==> src/rtl/bn_pkg.sv <==
// Shared types for the batch-norm parameter loader: RAM select codes, loader
// states and the packed {select, address} write-address helper.
package bn_pkg;

    localparam int RAM_SELECT_BITS = 2;

    typedef enum logic [RAM_SELECT_BITS-1:0] {
        BN_MEAN   = 2'd0,
        BN_VAR    = 2'd1,
        BN_SCALE  = 2'd2,
        BN_OFFSET = 2'd3
    } bn_ram_sel_e;

    typedef enum logic [1:0] {
        ST_IDLE  = 2'd0,
        ST_LOAD  = 2'd1,
        ST_CHECK = 2'd2,
        ST_DONE  = 2'd3
    } bn_ld_state_e;

    // Select lands in the bits directly above the per-RAM address.
    function automatic logic [31:0] bn_pack_addr(input logic [RAM_SELECT_BITS-1:0] sel,
                                                 input logic [29:0] addr,
                                                 input int unsigned addr_bits);
        return (32'(sel) << addr_bits) | 32'(addr);
    endfunction

endpackage

==> src/rtl/bn_addr_counter.sv <==
// Per-RAM address counter wrapping at INPUT_SIZE, carrying into the 2-bit
// RAM select counter; flags the final (offset RAM, last entry) position.
module bn_addr_counter
    import bn_pkg::*;
#(
    parameter int INPUT_SIZE = 1,
    parameter int ADDR_BITS  = 1
) (
    input  logic                       clk_i,
    input  logic                       reset_i,
    input  logic                       en_i,
    input  logic                       clr_i,
    output logic [ADDR_BITS-1:0]       addr_o,
    output logic [RAM_SELECT_BITS-1:0] sel_o,
    output logic                       last_o
);

    localparam logic [ADDR_BITS-1:0] ADDR_MAX = ADDR_BITS'(INPUT_SIZE - 1);

    logic [ADDR_BITS-1:0]       r_addr;
    logic [RAM_SELECT_BITS-1:0] r_sel;

    always_ff @(posedge clk_i or posedge reset_i) begin
        if (reset_i) begin
            r_addr <= '0;
            r_sel  <= '0;
        end else if (clr_i) begin
            r_addr <= '0;
            r_sel  <= '0;
        end else if (en_i) begin
            if (r_addr == ADDR_MAX) begin
                r_addr <= '0;
                r_sel  <= r_sel + 1'b1;
            end else begin
                r_addr <= r_addr + 1'b1;
            end
        end
    end

    assign addr_o = r_addr;
    assign sel_o  = r_sel;
    assign last_o = (r_sel == BN_OFFSET) && (r_addr == ADDR_MAX);

endmodule

==> src/rtl/bn_param_loader.sv <==
// Streams mean/var/scale/offset words into the BN parameter RAMs and holds the
// layer idle until loaded. Define BN_LOADER_CHECKSUM_EN for an XOR trailer check.
module bn_param_loader
    import bn_pkg::*;
#(
    parameter int INPUT_SIZE       = 1,
    parameter int MEM_WORD_SIZE    = 21,
    parameter int RAM_ADDRESS_BITS = (INPUT_SIZE > 1) ? $clog2(INPUT_SIZE) : 1
) (
    input  logic                                      clk_i,
    input  logic                                      reset_i,
    input  logic                                      start_i,
    input  logic                                      valid_i,
    output logic                                      ready_o,
    input  logic [MEM_WORD_SIZE-1:0]                  data_i,
    output logic                                      w_en_o,
    output logic [MEM_WORD_SIZE-1:0]                  w_data_o,
    output logic [RAM_SELECT_BITS+RAM_ADDRESS_BITS-1:0] w_addr_o,
    output logic                                      layer_hold_o,
    output logic                                      busy_o,
    output logic                                      done_o,
    output logic                                      err_o
);

    localparam int WADDR_BITS = RAM_SELECT_BITS + RAM_ADDRESS_BITS;

    bn_ld_state_e r_state, w_next;

    logic                        w_ready, w_acc, w_wr, w_clr, w_last;
    logic [RAM_ADDRESS_BITS-1:0] w_cnt_addr;
    logic [RAM_SELECT_BITS-1:0]  w_cnt_sel;

    logic                     r_wen, r_done, r_hold;
    logic [MEM_WORD_SIZE-1:0] r_wdata;
    logic [WADDR_BITS-1:0]    r_waddr;

    bn_addr_counter #(
        .INPUT_SIZE (INPUT_SIZE),
        .ADDR_BITS  (RAM_ADDRESS_BITS)
    ) u_cnt (
        .clk_i   (clk_i),
        .reset_i (reset_i),
        .en_i    (w_wr),
        .clr_i   (w_clr),
        .addr_o  (w_cnt_addr),
        .sel_o   (w_cnt_sel),
        .last_o  (w_last)
    );

    // Ready decodes the state register, so it drops the cycle the FSM leaves LOAD/CHECK.
    assign w_ready = (r_state == ST_LOAD) || (r_state == ST_CHECK);
    assign w_acc   = valid_i && w_ready;
    assign w_wr    = w_acc && (r_state == ST_LOAD);

    always_ff @(posedge clk_i or posedge reset_i) begin
        if (reset_i) r_state <= ST_IDLE;
        else         r_state <= w_next;
    end

    always_comb begin
        w_next = r_state;
        w_clr  = 1'b0;
        case (r_state)
            ST_IDLE, ST_DONE: begin
                if (start_i) begin
                    w_next = ST_LOAD;
                    w_clr  = 1'b1;
                end
            end
            ST_LOAD: begin
                if (w_acc && w_last) begin
`ifdef BN_LOADER_CHECKSUM_EN
                    w_next = ST_CHECK;
`else
                    w_next = ST_DONE;
`endif
                end
            end
            ST_CHECK: begin
                if (w_acc) w_next = ST_DONE;
            end
            default: w_next = ST_IDLE;
        endcase
    end

    always_ff @(posedge clk_i or posedge reset_i) begin
        if (reset_i) begin
            r_wen   <= 1'b0;
            r_wdata <= '0;
            r_waddr <= '0;
        end else begin
            r_wen <= w_wr;
            if (w_wr) begin
                r_wdata <= data_i;
                r_waddr <= WADDR_BITS'(bn_pack_addr(w_cnt_sel, 30'(w_cnt_addr), RAM_ADDRESS_BITS));
            end
        end
    end

    // Done only after a full cycle in DONE, i.e. the cycle after the final strobe.
    always_ff @(posedge clk_i or posedge reset_i) begin
        if (reset_i) begin
            r_done <= 1'b0;
            r_hold <= 1'b1;
        end else begin
            r_done <= (r_state == ST_DONE) && (w_next == ST_DONE);
            r_hold <= !((r_state == ST_DONE) && (w_next == ST_DONE));
        end
    end

`ifdef BN_LOADER_CHECKSUM_EN
    logic [MEM_WORD_SIZE-1:0] r_xor;
    logic                     r_err;

    always_ff @(posedge clk_i or posedge reset_i) begin
        if (reset_i) begin
            r_xor <= '0;
            r_err <= 1'b0;
        end else if (w_clr) begin
            r_xor <= '0;
            r_err <= 1'b0;
        end else if (w_wr) begin
            r_xor <= r_xor ^ data_i;
        end else if (w_acc && (r_state == ST_CHECK)) begin
            r_err <= (data_i != r_xor);
        end
    end

    assign err_o = r_err;
`else
    assign err_o = 1'b0;
`endif

    assign ready_o      = w_ready;
    assign busy_o       = w_ready;
    assign done_o       = r_done;
    assign layer_hold_o = r_hold;
    assign w_en_o       = r_wen;
    assign w_data_o     = r_wdata;
    assign w_addr_o     = r_waddr;

endmodule

==> config.mk <==
export PLATFORM = sky130hd
export DESIGN_NAME = bn_param_loader
export DESIGN_NICKNAME = d
export VERILOG_FILES = /design/src/rtl/bn_pkg.sv /design/src/rtl/bn_addr_counter.sv /design/src/rtl/bn_param_loader.sv
export SDC_FILE = /design/constraint.sdc
export NUM_CORES = 1
export LEC_CHECK = 0
export BUFFER_PORTS_ARGS = -buffer_cell sky130_fd_sc_hd__buf_2
export CAP_MARGIN = 0
export CORE_UTILIZATION = 51
export DETAILED_ROUTE_END_ITERATION = 8
export PLACE_DENSITY_LB_ADDON = 0.05
export REMOVE_ABC_BUFFERS = 1
export SLEW_MARGIN = 5
export SYNTH_ARGS = -nofsm -noshare
export SYNTH_HDL_FRONTEND = slang
export SYNTH_HIERARCHICAL = 1
export SYNTH_SLANG_ARGS = --single-unit
export TNS_END_PERCENT = 30
==> constraint.sdc <==
create_clock -name clk_i -period 4.1 [get_ports clk_i]
set_clock_uncertainty 0.15 [all_clocks]
set_input_delay 0.205 -clock clk_i [delete_from_list [all_inputs] [get_ports clk_i]]
set_output_delay 0.205 -clock clk_i [all_outputs]
set_load 0.05 [all_outputs]
== Word-level counts from Yosys, hierarchy flattened ==
Cells that the tools add are included.
Operators by class
  bitwise logic cells: 2
  muxes and demuxes: 12
  reductions and logical operators: 11
  add/subtract/negate cells: 2
  equal/unequal tests: 6
Operators by type and width (number)
  2-bit two-way mux: 6
  2-bit == test (second input constant): 4
  2-bit case mux with 3 select lines: 1
  1-bit logical AND: 5
  1-bit two-way mux: 5
  3-bit by 1-bit OR with 3-bit output: 1
  2-bit by 1-bit adder with 2-bit output (second input constant): 1
  2-bit by 1-bit == test with 1-bit output (second input constant): 1
  2-bit zero test: 1
  2-bit by 1-bit inequality test with 1-bit output (second input constant): 1
  2-bit AND reduction: 1
  2-bit nonzero test: 1
  2-bit OR reduction: 1
  1-bit adder (second input constant): 1
  1-bit zero test: 1
  1-bit logical OR: 1
  1-bit inverter: 1
Storage, ports and cells
  logic and storage cells: 41
  register bits: 32
  output and inout port bits: 30
  input port bits: 25

== Longest topological paths before layout ==
  depth in word-level cells: 9
  gate-level depth with buffers: 7
  gate-level depth less buffers: 6

== By module ==
The synthesis kept the hierarchy.
By module, submodules not included
  bn_param_loader: cells each 79, area each 1255.0 um^2, instances 1, sequential area each 726.9 um^2
  bn_addr_counter: cells each 10, area each 103.8 um^2, instances 1, sequential area each 50.0 um^2

== Worst setup path before layout ==
OpenSTA, ideal clock, no wires.
  kind: register to output
  start point: register r_state[0]
  end point: output ready_o
  slack: 2.321 ns
  path buffers: 1
  cell stages (with the launch flop): 5
  data required time: 3.745 ns
  arrival time: 1.424 ns
  cell sequence: dfrtp_1 -> inv_1 -> ha_1 -> inv_1 -> buf_4
On the way
  cells in the longest elaborated chain, start to end: 2
  elaborated cells between the ends (all ways): 3
  classes of those cells: 2 x eq/ne; 1 x reduce/logical
Ends and longest elaborated chain
  start: declaration: line bn_param_loader.sv:27  | bn_ld_state_e r_state, w_next;
  start signal: assignment: line bn_param_loader.sv:57  | else r_state <= w_next;
  2-bit by 1-bit == test with 1-bit output or 2-bit == test (tied branches): line bn_param_loader.sv:51  | assign w_ready = (r_state == ST_LOAD) || (r_state == ST_CHECK);
  1-bit logical OR *: line bn_param_loader.sv:51
  end: declaration: line bn_param_loader.sv:14  | output logic ready_o,
Mark *: on every way between the ends. The rest lies on a longest branch, timed or not.

== Worst setup path in the final report ==
  start point: register r_state[1]
  end point: register u_cnt.r_sel[1], in the netlist u_cnt/sel_o[1]
On the way
  cells in the longest elaborated chain, start to end: 6
  elaborated cells between the ends (all ways): 13
  classes of those cells: 4 x eq/ne; 2 x mux; 7 x reduce/logical
Ends and longest elaborated chain
  2-bit by 1-bit == test with 1-bit output or 2-bit == test (tied branches): line bn_param_loader.sv:51, bn_param_loader.sv:53
  1-bit logical OR: line bn_param_loader.sv:51
  1-bit logical AND: line bn_param_loader.sv:52  | assign w_acc = valid_i && w_ready;
  1-bit logical AND *: line bn_param_loader.sv:53  | assign w_wr = w_acc && (r_state == ST_LOAD);
  named net w_wr: line bn_param_loader.sv:29  | logic w_ready, w_acc, w_wr, w_clr, w_last;
  2-bit nonzero test (no source line) *
  2-bit AND reduction (no source line) *
  end signal: assignment: line bn_addr_counter.sv:33  | r_sel <= r_sel + 1'b1;
  end: declaration: line bn_addr_counter.sv:21  | logic [RAM_SELECT_BITS-1:0] r_sel;
Mark *: on every way through the listed nets, which the timed path passes. The rest lies on a longest branch.
A chain may end at the register's enable or synchronous reset.

==> qor.csv <==
stage,metric,value,unit
worst_hold_path,min-delay worst type,input port to flop,
global_route,first-pass GRT wire length,3.64,mm
timing,Period minus WS final,2.01,ns
global_route,largest net degree at the start of global routing,30,
cts,post-cts resize count,0,
cts,Clock Latency Late Sink,0.31,ns
timing,endpoints failing hold,0,
placement,dpl cell area,1620,um^2
global_route,GRT Residual Overflow,0,
placement,Port Buf Inserts,53,
timing,period utilization,0.491,
synthesis,ys flop type,dfrtp_1,
floorplan,I/O pins,55,
floorplan,row count,18,
layout,"commonest non-fill, non-tap cells in the layout","buf_2 (53), dfrtp_1 (30), dlygate4sd3_1 (22)",
synthesis,Ys Warns,6,
route,routed wire length per instance,12.1,um
global_route,Total GRT Usage,0.188,
placement,HPWL after DPL,1.54,mm
layout,share of layout cells above drive strength 1,0.527,
worst_setup_path,worst path cell trace,inv_1 -> ha_1 -> nand2_2 -> inv_1 -> mux2i_1 -> nor2_1,
route,Vias,905,
cts,CTS HTree Levels,2,
layout,area grow syn2layout,40.2,%
worst_setup_path,crit path max-delay cell type,nand2_2,
layout,"most common cell after layout, fill and taps aside",buf_2,
cts,CTS tree,built,
worst_setup_path,Worst Setup End Kind,flop,
layout,ANT cells,0,
cts,CTS sink count,31,
layout,nets@finish,196,
worst_setup_path,critical path required time,4.16,ns
cts,CTS Root Cell,clkbuf_4,
floorplan,die area,2870,um^2
cts,Longest Clk Path Bufs,2,
worst_setup_path,critical path arrival,2.07,ns
synthesis,Synth Area per Inst,15.3,um^2
worst_setup_path,CP Launch Type,flop,
flow_run,max-capacitance violation count,0,
floorplan,Die Wd,53.6,um
synthesis,cell count after synthesis,89,
route,TritonRoute pass-1 iters,2,
timing,worst slew pin tran,1.04,ns
global_route,initial antenna violation count,0,
timing,RSZ-0062 raised after global routing,false,
route,Antenna Nets Post-Route,0,
timing,relative slew slack,0.306,
worst_setup_path,critical path class,flop to flop,
outcome,status,"finished, final reports clean",
cts,post-CTS setup buffer count,0,
route,drt drc,0,
synthesis,sequential area share after synthesis,0.572,
floorplan,Starting Density,0.544,
synthesis,Post-synth EDFFs,0,
timing,Sum Neg Setup Slack,0,ns
synthesis,ys async rst share,1.00,
layout,final instance area,1910,um^2
timing,Slew Limit Fails,0,
synthesis,synth unique cells,22,
route,drt total wl,2.39,mm
timing,Max Freq,0.497,GHz
global_route,vias in the first global route,867,
synthesis,area of the mapped netlist,1360,um^2
cts,clock slew at reported path FFs,0.08,ns
placement,global placer's final weighted congestion,0.648,
route,drt via density,4.59,
worst_setup_path,slowest cell delay on critical path,0.58,ns
cts,Num CTS Buffers,5,
route,drt initial violations,5,
worst_setup_path,CP most frequent cell,inv_1,
synthesis,Yosys reg bits,31,
floorplan,core footprint,2500,um^2
worst_setup_path,Max Fanout on Critical Path,25,
timing,# setup viols final,0,
floorplan,Die H,53.6,um
==> cell usage after synthesis, drive strengths merged (2+ instances only) <==
master | n | area (um^2)
dfrtp | 30 | 751
mux2 | 24 | 342
inv | 6 | 22.5
buf | 5 | 45.0
ha | 5 | 62.6
nor2 | 4 | 15.0
a211oi | 2 | 20.0
conb | 2 | 7.51
==> logic make-up after synthesis <==
family          after synthesis  share of synthesized area
flops                        31                      0.572
mux                          25                      0.259
buf+inv                      11                     0.0497
simple gates                 10                     0.0378
fa+ha+maj                     5                     0.0460
compound gates                4                     0.0239
other cells                   2                    0.00553
xor+xnor                      1                    0.00645
==> worst max-delay path, delay by kind of cell (launching register included) <==
| kind | cells | cell delay [ns] |
|---|---|---|
| fa+ha+maj | 1 | 0.21 |
| flops | 1 | 0.45 |
| buf+inv | 2 | 0.28 |
| mux | 1 | 0.19 |
| simple gates | 2 | 0.63 |
==> sequential cells by signal, indices dropped and copies added (netlist names) <==
signal,count
done_o,1
layer_hold_o,1
r_state,2
u_cnt/sel_o,2
w_addr_o,3
w_data_o,21
w_en_o,1
==> path summary, 6_finish.rpt <==
path                                   start             end  slack, ns  depth (start not counted)
worst max-delay path              r_state[1]  u_cnt/sel_o[1]       2.09                          6
worst min-delay path                 start_i  u_cnt/sel_o[1]       0.07                          3
worst max register to register    r_state[1]  u_cnt/sel_o[1]       2.09                          6
worst min register to register  w_data_o[12]    w_data_o[12]       0.35                          1
max in group asynchronous            reset_i      r_state[0]       2.63                          3
min in group asynchronous            reset_i  u_cnt/sel_o[1]       0.13                          3
==> per-layer routing <==
metal | vias up | share of wire | track usage
li1 | 448 | - | -
met1 | 425 | 0.44 | 0.219
met2 | 30 | 0.49 | 0.300
met3 | 2 | 0.057 | 0.0847
met4 | 0 | 0.0063 | 0.0789
met5 | - | 0 | 0
==> layout make-up <==
type	count	area, um^2
Inverter	6	22.5
Timing Repair Buffer	75	485
Fill cell	150	594
Clock buffer	8	68.8
Tap cell	30	37.5
Multi-Input combinational cell	47	514
Sequential cell	31	777
==> per-stage QoR <==
step                 util  setup WS [ns]  std cells  hold slack (ns)
finish              0.762           2.09        197           0.0654
global route        0.762           1.97        197           0.0383
CTS                 0.762           2.07        197           0.0429
detailed placement  0.647           2.07        167          -0.0827
global placement    0.647           2.16        167          -0.0789
floorplan               -           2.31         84           -0.204
==> what timing repair did <==
item | in CTS | in global routing
hold buffers | 22 | 0
endpoints found under the hold margin | 23 | 0
setup endpoints to repair | 0 | 0
Power is left out: the tool's default activity adds up to more than one toggle a clock period on the data nets, which glitch-free logic cannot reach.
